### config.mk
export PLATFORM = sky130hd
export DESIGN_NAME = mc_ctrl_fsm
export DESIGN_NICKNAME = d
export VERILOG_FILES = /design/src/rtl/mc_ctrl_fsm.sv
export SDC_FILE = /design/constraint.sdc
export NUM_CORES = 1
export LEC_CHECK = 0
export CAP_MARGIN = 20
export CORE_ASPECT_RATIO = 0.9
export CORE_UTILIZATION = 50
export CTS_BUF_LIST = sky130_fd_sc_hd__clkbuf_8
export CTS_CLUSTER_DIAMETER = 60
export DETAILED_ROUTE_END_ITERATION = 10
export PLACE_DENSITY = 0.91
export SLEW_MARGIN = 25
export SYNTH_ARGS = -nofsm -noshare
export SYNTH_HDL_FRONTEND = slang
export SYNTH_SLANG_ARGS = --single-unit
### constraint.sdc
create_clock -name clk -period 2.6 [get_ports clk]
set_input_delay 0.78 -clock clk [delete_from_list [all_inputs] [get_ports clk]]
set_output_delay 0.78 -clock clk [all_outputs]
set_load 0.005 [all_outputs]
### src/rtl/mc_ctrl_fsm.sv
// mc_ctrl_fsm: multicycle RV32I control sequencer with memory handshake and instret counter.
// Define MC_ILLEGAL_TRAP_EN to trap on illegal opcodes instead of treating them as NOPs.
module mc_ctrl_fsm #(
    parameter int CNT_W = 32
) (
    input  logic             clk,
    input  logic             reset,
    input  logic [6:0]       opcode,
    input  logic             B_taken,
    input  logic             mem_ready,
    output logic             mem_req,
    output logic             AdrSrc,
    output logic             MemWrite,
    output logic             IRWrite,
    output logic             pc_write,
    output logic             RegWrite,
    output logic [1:0]       ResultSrc,
    output logic [1:0]       ALUSrcA,
    output logic [1:0]       ALUSrcB,
    output logic [1:0]       ALUop,
    output logic [2:0]       ImmSrc,
    output logic             Branch,
    output logic [CNT_W-1:0] instret,
    output logic             trap
);
    typedef enum logic [3:0] {
        FETCH, DECODE, MEMADR, MEMREAD, MEMWB, MEMWRITE, EXECR, EXECI,
        ALUWB, BRANCH, JAL, JALR, LUI, AUIPC, TRAP
    } state_t;

    localparam logic [6:0] OP_LOAD  = 7'b0000011;
    localparam logic [6:0] OP_STORE = 7'b0100011;
    localparam logic [6:0] OP_R     = 7'b0110011;
    localparam logic [6:0] OP_I     = 7'b0010011;
    localparam logic [6:0] OP_B     = 7'b1100011;
    localparam logic [6:0] OP_JAL   = 7'b1101111;
    localparam logic [6:0] OP_JALR  = 7'b1100111;
    localparam logic [6:0] OP_LUI   = 7'b0110111;
    localparam logic [6:0] OP_AUIPC = 7'b0010111;

`ifdef MC_ILLEGAL_TRAP_EN
    localparam state_t ILL_NXT = TRAP;
`else
    localparam state_t ILL_NXT = FETCH;
`endif

    state_t state, nxt;
    logic   pc_update;
    logic [2:0] imm_dec;

    always_comb begin
        nxt = FETCH;
        case (state)
            FETCH:    nxt = mem_ready ? DECODE : FETCH;
            DECODE: begin
                case (opcode)
                    OP_LOAD, OP_STORE: nxt = MEMADR;
                    OP_R:              nxt = EXECR;
                    OP_I:              nxt = EXECI;
                    OP_B:              nxt = BRANCH;
                    OP_JAL:            nxt = JAL;
                    OP_JALR:           nxt = JALR;
                    OP_LUI:            nxt = LUI;
                    OP_AUIPC:          nxt = AUIPC;
                    default:           nxt = ILL_NXT;
                endcase
            end
            MEMADR:   nxt = (opcode == OP_LOAD) ? MEMREAD : MEMWRITE;
            MEMREAD:  nxt = mem_ready ? MEMWB : MEMREAD;
            MEMWRITE: nxt = mem_ready ? FETCH : MEMWRITE;
            EXECR, EXECI, LUI, AUIPC, JAL: nxt = ALUWB;
            JALR:     nxt = JAL;
            TRAP:     nxt = TRAP;
            default:  nxt = FETCH;
        endcase
    end

    always_ff @(posedge clk) begin
        if (reset) begin
            state   <= FETCH;
            instret <= '0;
        end else begin
            state <= nxt;
            if (nxt == FETCH && state != FETCH)
                instret <= instret + CNT_W'(1);
        end
    end

    assign imm_dec = (opcode == OP_STORE)                     ? 3'b001 :
                     (opcode == OP_B)                         ? 3'b010 :
                     (opcode == OP_JAL)                       ? 3'b011 :
                     (opcode == OP_LUI || opcode == OP_AUIPC) ? 3'b100 : 3'b000;

    always_comb begin
        mem_req   = 1'b0;
        AdrSrc    = 1'b0;
        MemWrite  = 1'b0;
        IRWrite   = 1'b0;
        RegWrite  = 1'b0;
        ResultSrc = 2'b00;
        ALUSrcA   = 2'b00;
        ALUSrcB   = 2'b00;
        ALUop     = 2'b00;
        ImmSrc    = 3'b000;
        Branch    = 1'b0;
        pc_update = 1'b0;
        if (!reset) begin
            ImmSrc = (state == TRAP) ? 3'b000 : imm_dec;
            case (state)
                FETCH: begin
                    mem_req   = 1'b1;
                    ALUSrcB   = 2'b10;
                    ResultSrc = 2'b10;
                    IRWrite   = mem_ready;
                    pc_update = mem_ready;
                end
                DECODE, AUIPC: begin
                    ALUSrcA = 2'b01;
                    ALUSrcB = 2'b01;
                end
                MEMADR, EXECI, JALR: begin
                    ALUSrcA = 2'b10;
                    ALUSrcB = 2'b01;
                    ALUop   = (state == EXECI) ? 2'b10 : 2'b00;
                end
                MEMREAD: begin
                    mem_req = 1'b1;
                    AdrSrc  = 1'b1;
                end
                MEMWRITE: begin
                    mem_req  = 1'b1;
                    AdrSrc   = 1'b1;
                    MemWrite = 1'b1;
                end
                MEMWB: begin
                    ResultSrc = 2'b01;
                    RegWrite  = 1'b1;
                end
                EXECR: begin
                    ALUSrcA = 2'b10;
                    ALUop   = 2'b10;
                end
                ALUWB: RegWrite = 1'b1;
                BRANCH: begin
                    ALUSrcA = 2'b10;
                    ALUop   = 2'b01;
                    Branch  = 1'b1;
                end
                JAL: begin
                    ALUSrcA   = 2'b01;
                    ALUSrcB   = 2'b10;
                    pc_update = 1'b1;
                end
                LUI: begin
                    ALUSrcA = 2'b11;
                    ALUSrcB = 2'b01;
                end
                default: ;
            endcase
        end
        pc_write = pc_update | (Branch & B_taken);
    end

`ifdef MC_ILLEGAL_TRAP_EN
    assign trap = !reset && state == TRAP;
`else
    assign trap = 1'b0;
`endif
endmodule

Yosys cells after proc, flatten, opt, wreduce, memory -nomap -nowiden:

Index checks and enable logic that the tools add are counted.

* flip-flop bits (word level): 36
* input bits: 11
* output and inout bits: 51
* word-level logic and storage cells: 78

* $add $sub $neg: 1
* eq/ne operators: 23
* muxes and demuxes: 35
* bitwise logic cells: 2
* reductions and logical operators: 15

Operators by type and width (count)
* 4-bit one-hot mux with 8 select lines: 2
* 32-bit by 1-bit adder with 32-bit output, second input constant: 1
* 4-bit equality test, second input constant: 7
* 3-bit 2-to-1 mux: 9
* 7-bit by 6-bit equality test with 1-bit output, second input constant: 3
* 7-bit equality test, second input constant: 3
* 4-bit by 3-bit equality test with 1-bit output, second input constant: 4
* 7-bit by 5-bit equality test with 1-bit output, second input constant: 2
* 1-bit 2-to-1 mux: 14
* 2-bit one-hot mux with 3 select lines: 2
* 2-bit 2-to-1 mux: 5
* 5-bit OR reduction: 2
* 3-bit OR reduction: 3
* 4-bit by 2-bit equality test with 1-bit output, second input constant: 2
* 4-bit zero test: 2
* 2-bit one-hot mux with 2 select lines: 2
* 2-bit OR reduction: 4
* 7-bit by 2-bit equality test with 1-bit output, second input constant: 1
* 6-bit OR reduction: 1
* 4-bit by 1-bit equality test with 1-bit output, second input constant: 1
* 4-bit nonzero test: 1
* 1-bit one-hot mux with 2 select lines: 1
* 1-bit bitwise AND: 1
* 1-bit logical AND: 1
* 2 further kinds: 2

Longest topological paths before layout:

* word-level depth: 8
* gate-level depth with buffers: 10
* mapped depth without buffers: 6

Least setup slack after synthesis:

No wires, ideal clock.

* path kind: in2out
* start: in opcode[2]
* end: out ImmSrc[0]
* arrival time: 1746 ps
* data required time: 1820 ps
* slack: 74 ps
* stages: 3
* buffers on the path: 1
* path through: buf_2 or3_1 a2111oi_0

* word-level cells in the longest chain between the ends: 6
* elaborated cells on any way between the ends: 8
* those cells by class: eq/ne (3); mux (5)

RTL lines
* start: declaration: RTL line 8 `input logic [6:0] opcode,`
* 7-bit equality test: RTL line 91 `(opcode == OP_JAL) ? 3'b011 :`
* 3-bit 2-to-1 mux: RTL line 91
* 3-bit 2-to-1 mux: RTL line 90 `(opcode == OP_B) ? 3'b010 :`
* 3-bit 2-to-1 mux *: RTL line 89 `assign imm_dec = (opcode == OP_STORE) ? 3'b001 :`
* 3-bit 2-to-1 mux *: RTL line 108 `ImmSrc = (state == TRAP) ? 3'b000 : imm_dec;`
* 3-bit 2-to-1 mux *: RTL line 107 `if (!reset) begin`
* end: declaration: RTL line 21 `output logic [2:0] ImmSrc,`

Mark *: on every way between the ends. The rest lies on a longest branch, timed or not.

Worst setup path in the final report:

* start: in opcode[5]
* end: reg instret[16]

* word-level cells in the longest chain between the ends: 6
* elaborated cells on any way between the ends: 15
* those cells by class: eq/ne (9); mux (3); reduce/logical (3)

RTL lines
* 7-bit by 2-bit equality test with 1-bit output / 7-bit by 6-bit equality test with 1-bit output (equally long branches): RTL line 56, 68
* 2-bit OR reduction: RTL line 56 `case (opcode)`
* 4-bit one-hot mux with 8 select lines: RTL line 56
* 4-bit one-hot mux with 8 select lines *: RTL line 53 `case (state)`
* 4-bit zero test *: RTL line 84 `if (nxt == FETCH && state != FETCH)`
* 1-bit logical AND *: RTL line 84
* end signal: assignment: RTL line 85 `instret <= instret + CNT_W'(1);`
* end: declaration: RTL line 23 `output logic [CNT_W-1:0] instret,`

Marks and branches as above.
A chain may end at the register's enable or synchronous reset.

==> reports/metrics.yaml <==
status: "finished with violations"
violations: "negative setup slack"
grt_pass1_wl_um: 11300
rows: 23
syn_nets: 318
vias: 2974
core-area_sq_um: 4600
worstSetupStartpointType: "input port"
end_kind: "flop"
areaGrowthSynthToFinish_pct: 44.0
tightest_slew_ns: 0.566
fmax_mhz: 374
crit_chain: "dlygate4sd2_1 -> and4bb_1 -> a21boi_1 -> nor4b_4 -> nand2_4 -> buf_12 -> or4_1 -> a21oi_1"
fin_worst_skew_ns: 0.00659
antenna_found_initial: 0
cap_violations: 0
drc: 0
postSynthCellCount: 306
vdd_ir_drop_max_mv: 0.395
ys_warn_count: 0
grt_usage_pct: 27.2
post-synth-top-area-fraction_pct: 29.2
clockRootBuffer: "clkbuf_8"
chipHeight_um: 68.6
timing.final.crit_share_pct: 103
synth_top_cell_by_area: "dfxtp_1"
finalCriticalPeriod_ns: 2.68
hold_violations: 0
ys_seq_area_share_pct: 29.2
worstPathMaxFanout: 28
diodes: 0
htreeDepth: 2
p_leak_uw: 0.00128
ys_top_cells_by_count: "a21oi_1, dfxtp_1, o31ai_1, or4_1, nand2_1"
dieArea_sq_um: 5220
pin_count: 62
ff2ff_setup_slack_ns: 0.19
crit_type: "in2reg"
io_buffer_count: 60
hold_slack_ns: 0.495
routedWlPerCell_um: 17.6
fillers: 304
ant_nets: 0
drt_iter0_drc: 357
synth_most_common_cell: "a21oi_1"
slowest_stage: "or4_1"
postSynthAreaPerCell_sq_um: 8.06
vias_per_cell: 6.54
cp.arrival_ns: 2.90
synth_edf_count: 0
rsz0062_at_grt: "true"
final_layout_size_suffix_gt1_share_pct: 24.9
synthTopCellsByArea: "dfxtp_1, o31ai_1, or4_1"
cpPeakStageDelay_ns: 0.53
cts_hold_buf: 0
async_flop_share_pct: 0
yosys_most_used_dff: "dfxtp_1"
die_w_um: 76.0
place.gp.congestion: 0.839
max-slew-margin-rel_pct: 61.7
clkSinkCount: 36
ys_ff_latch: 36
crit_required_ns: 2.82
setup_ws_ns: -0.0761
grt_pass1_vias: 2409
finalSetupTns_ns: -0.130
grt_start_max_net_pins: 56
drv_slew: 0
synth_cell_types: 56
clk_path_buf_depth: 2
p_per_area_nw_per_um2: 358
holdCritPathClass: "reg2reg"
dpl.hpwl_um: 4580
routed_wl_um: 8030
syn_area_sq_um: 2460
cts_inserted_buffers: 5
floorplan.initialDensity_pct: 53.5
path_clk_slew_ns: 0.08
nets: 404
finalSetupViolations: 4
grt_remaining_overflow: 0
clk_latency_ns: 0.31
tritoncts: "built"
first_pass_iters: 5
-- critical path: cells and delay by family --
kind / cells / cell delay (ns)
and+or+nand+nor: 4 / 1.32
AOI/OAI and AO/OA: 2 / 0.36
buffers and inverters: 2 / 0.43
-- cells by family after synthesis --
| logic type | after synthesis | synth area share, % |
|---|---|---|
| xor+xnor | 4 | 1.42 |
| buf+inv | 37 | 8.98 |
| flops | 36 | 29.2 |
| compound gates | 86 | 22.6 |
| other cells | 1 | 0.152 |
| fa+ha+maj | 1 | 0.508 |
| simple gates | 141 | 37.1 |
-- cell type report --
type                            count  area (sq um)  area share (%)
Clock buffer                        7          96.3            2.72
Clock inverter                      1          30.0           0.846
Inverter                           11          41.3            1.16
Multi-Input combinational cell    233          1620            45.7
Sequential cell                    36           727            20.5
Tap cell                           62          77.6            2.19
Timing Repair Buffer              105           953            26.9
-- metal layers --
metal / routed length [um] / GRT usage (%)
met5: 0 / 0
met4: 338 / 10.8
met3: 587 / 5.53
met2: 3920 / 48.3
met1: 3180 / 33.1
-- sequential cells by signal, summed over array words and instances (netlist names) --
name	cells
state	4
instret	32
-- final timing paths --
kind / from / endpoint / cells after the start
max: opcode[5] / instret[16] / 8
max reg2reg: state[3] / instret[16] / 8
min reg2reg: instret[27] / instret[27] / 2
min: instret[27] / instret[27] / 2
-- cell usage in the layout, fill, tap and decap left out, types with 6 or more instances in the layout --
cell type / Yosys / final
o31ai_1: 28 / 28
nor2_1: 16 / 15
inv_1: 11 / 11
nand3_1: 13 / 12
clkdlybuf4s50_1: 0 / 32
dlygate4sd2_1: 0 / 15
nand2_1: 17 / 17
a21oi_1: 39 / 33
clkbuf_8: 0 / 7
or3_1: 7 / 6
or4_1: 28 / 25
nor3_1: 9 / 8
a21oi_2: 2 / 8
buf_4: 6 / 37
nand4_1: 6 / 6
dfxtp_1: 36 / 33
-- through the flow --
step / utilization (%) / instance area, sq um / setup slack (ns) / total power [uW] / instances
global placement: 70.7 / 3260 / -0.706 / 702 / 436
detailed placement: 70.7 / 3260 / -0.791 / 706 / 436
global route: 77.1 / 3550 / -0.248 / 1300 / 455
finish: 77.1 / 3550 / -0.0761 / 1270 / 455
floorplan: - / 2460 / 0.0741 / 641 / 306
CTS: 75.5 / 3480 / -0.0518 / 1250 / 452
-- power by group --
group	total (uW)	switching [uW]	internal, uW	leakage, uW
Combinational	157	82.8	74.5	0.000927
Clock	557	218	338	0.0000645
Sequential	556	3.10	553	0.000292
Total	1270	304	966	0.00128
-- what timing repair did --
item                                    in CTS  in global routing
gates resized for setup                     59                 26
cloned                                       0                  1
setup buffers                                8                  2
pin swaps                                    9                 12
endpoints found under the setup margin      50                 39
No activity file was read; power rests on OpenSTA's default activity.
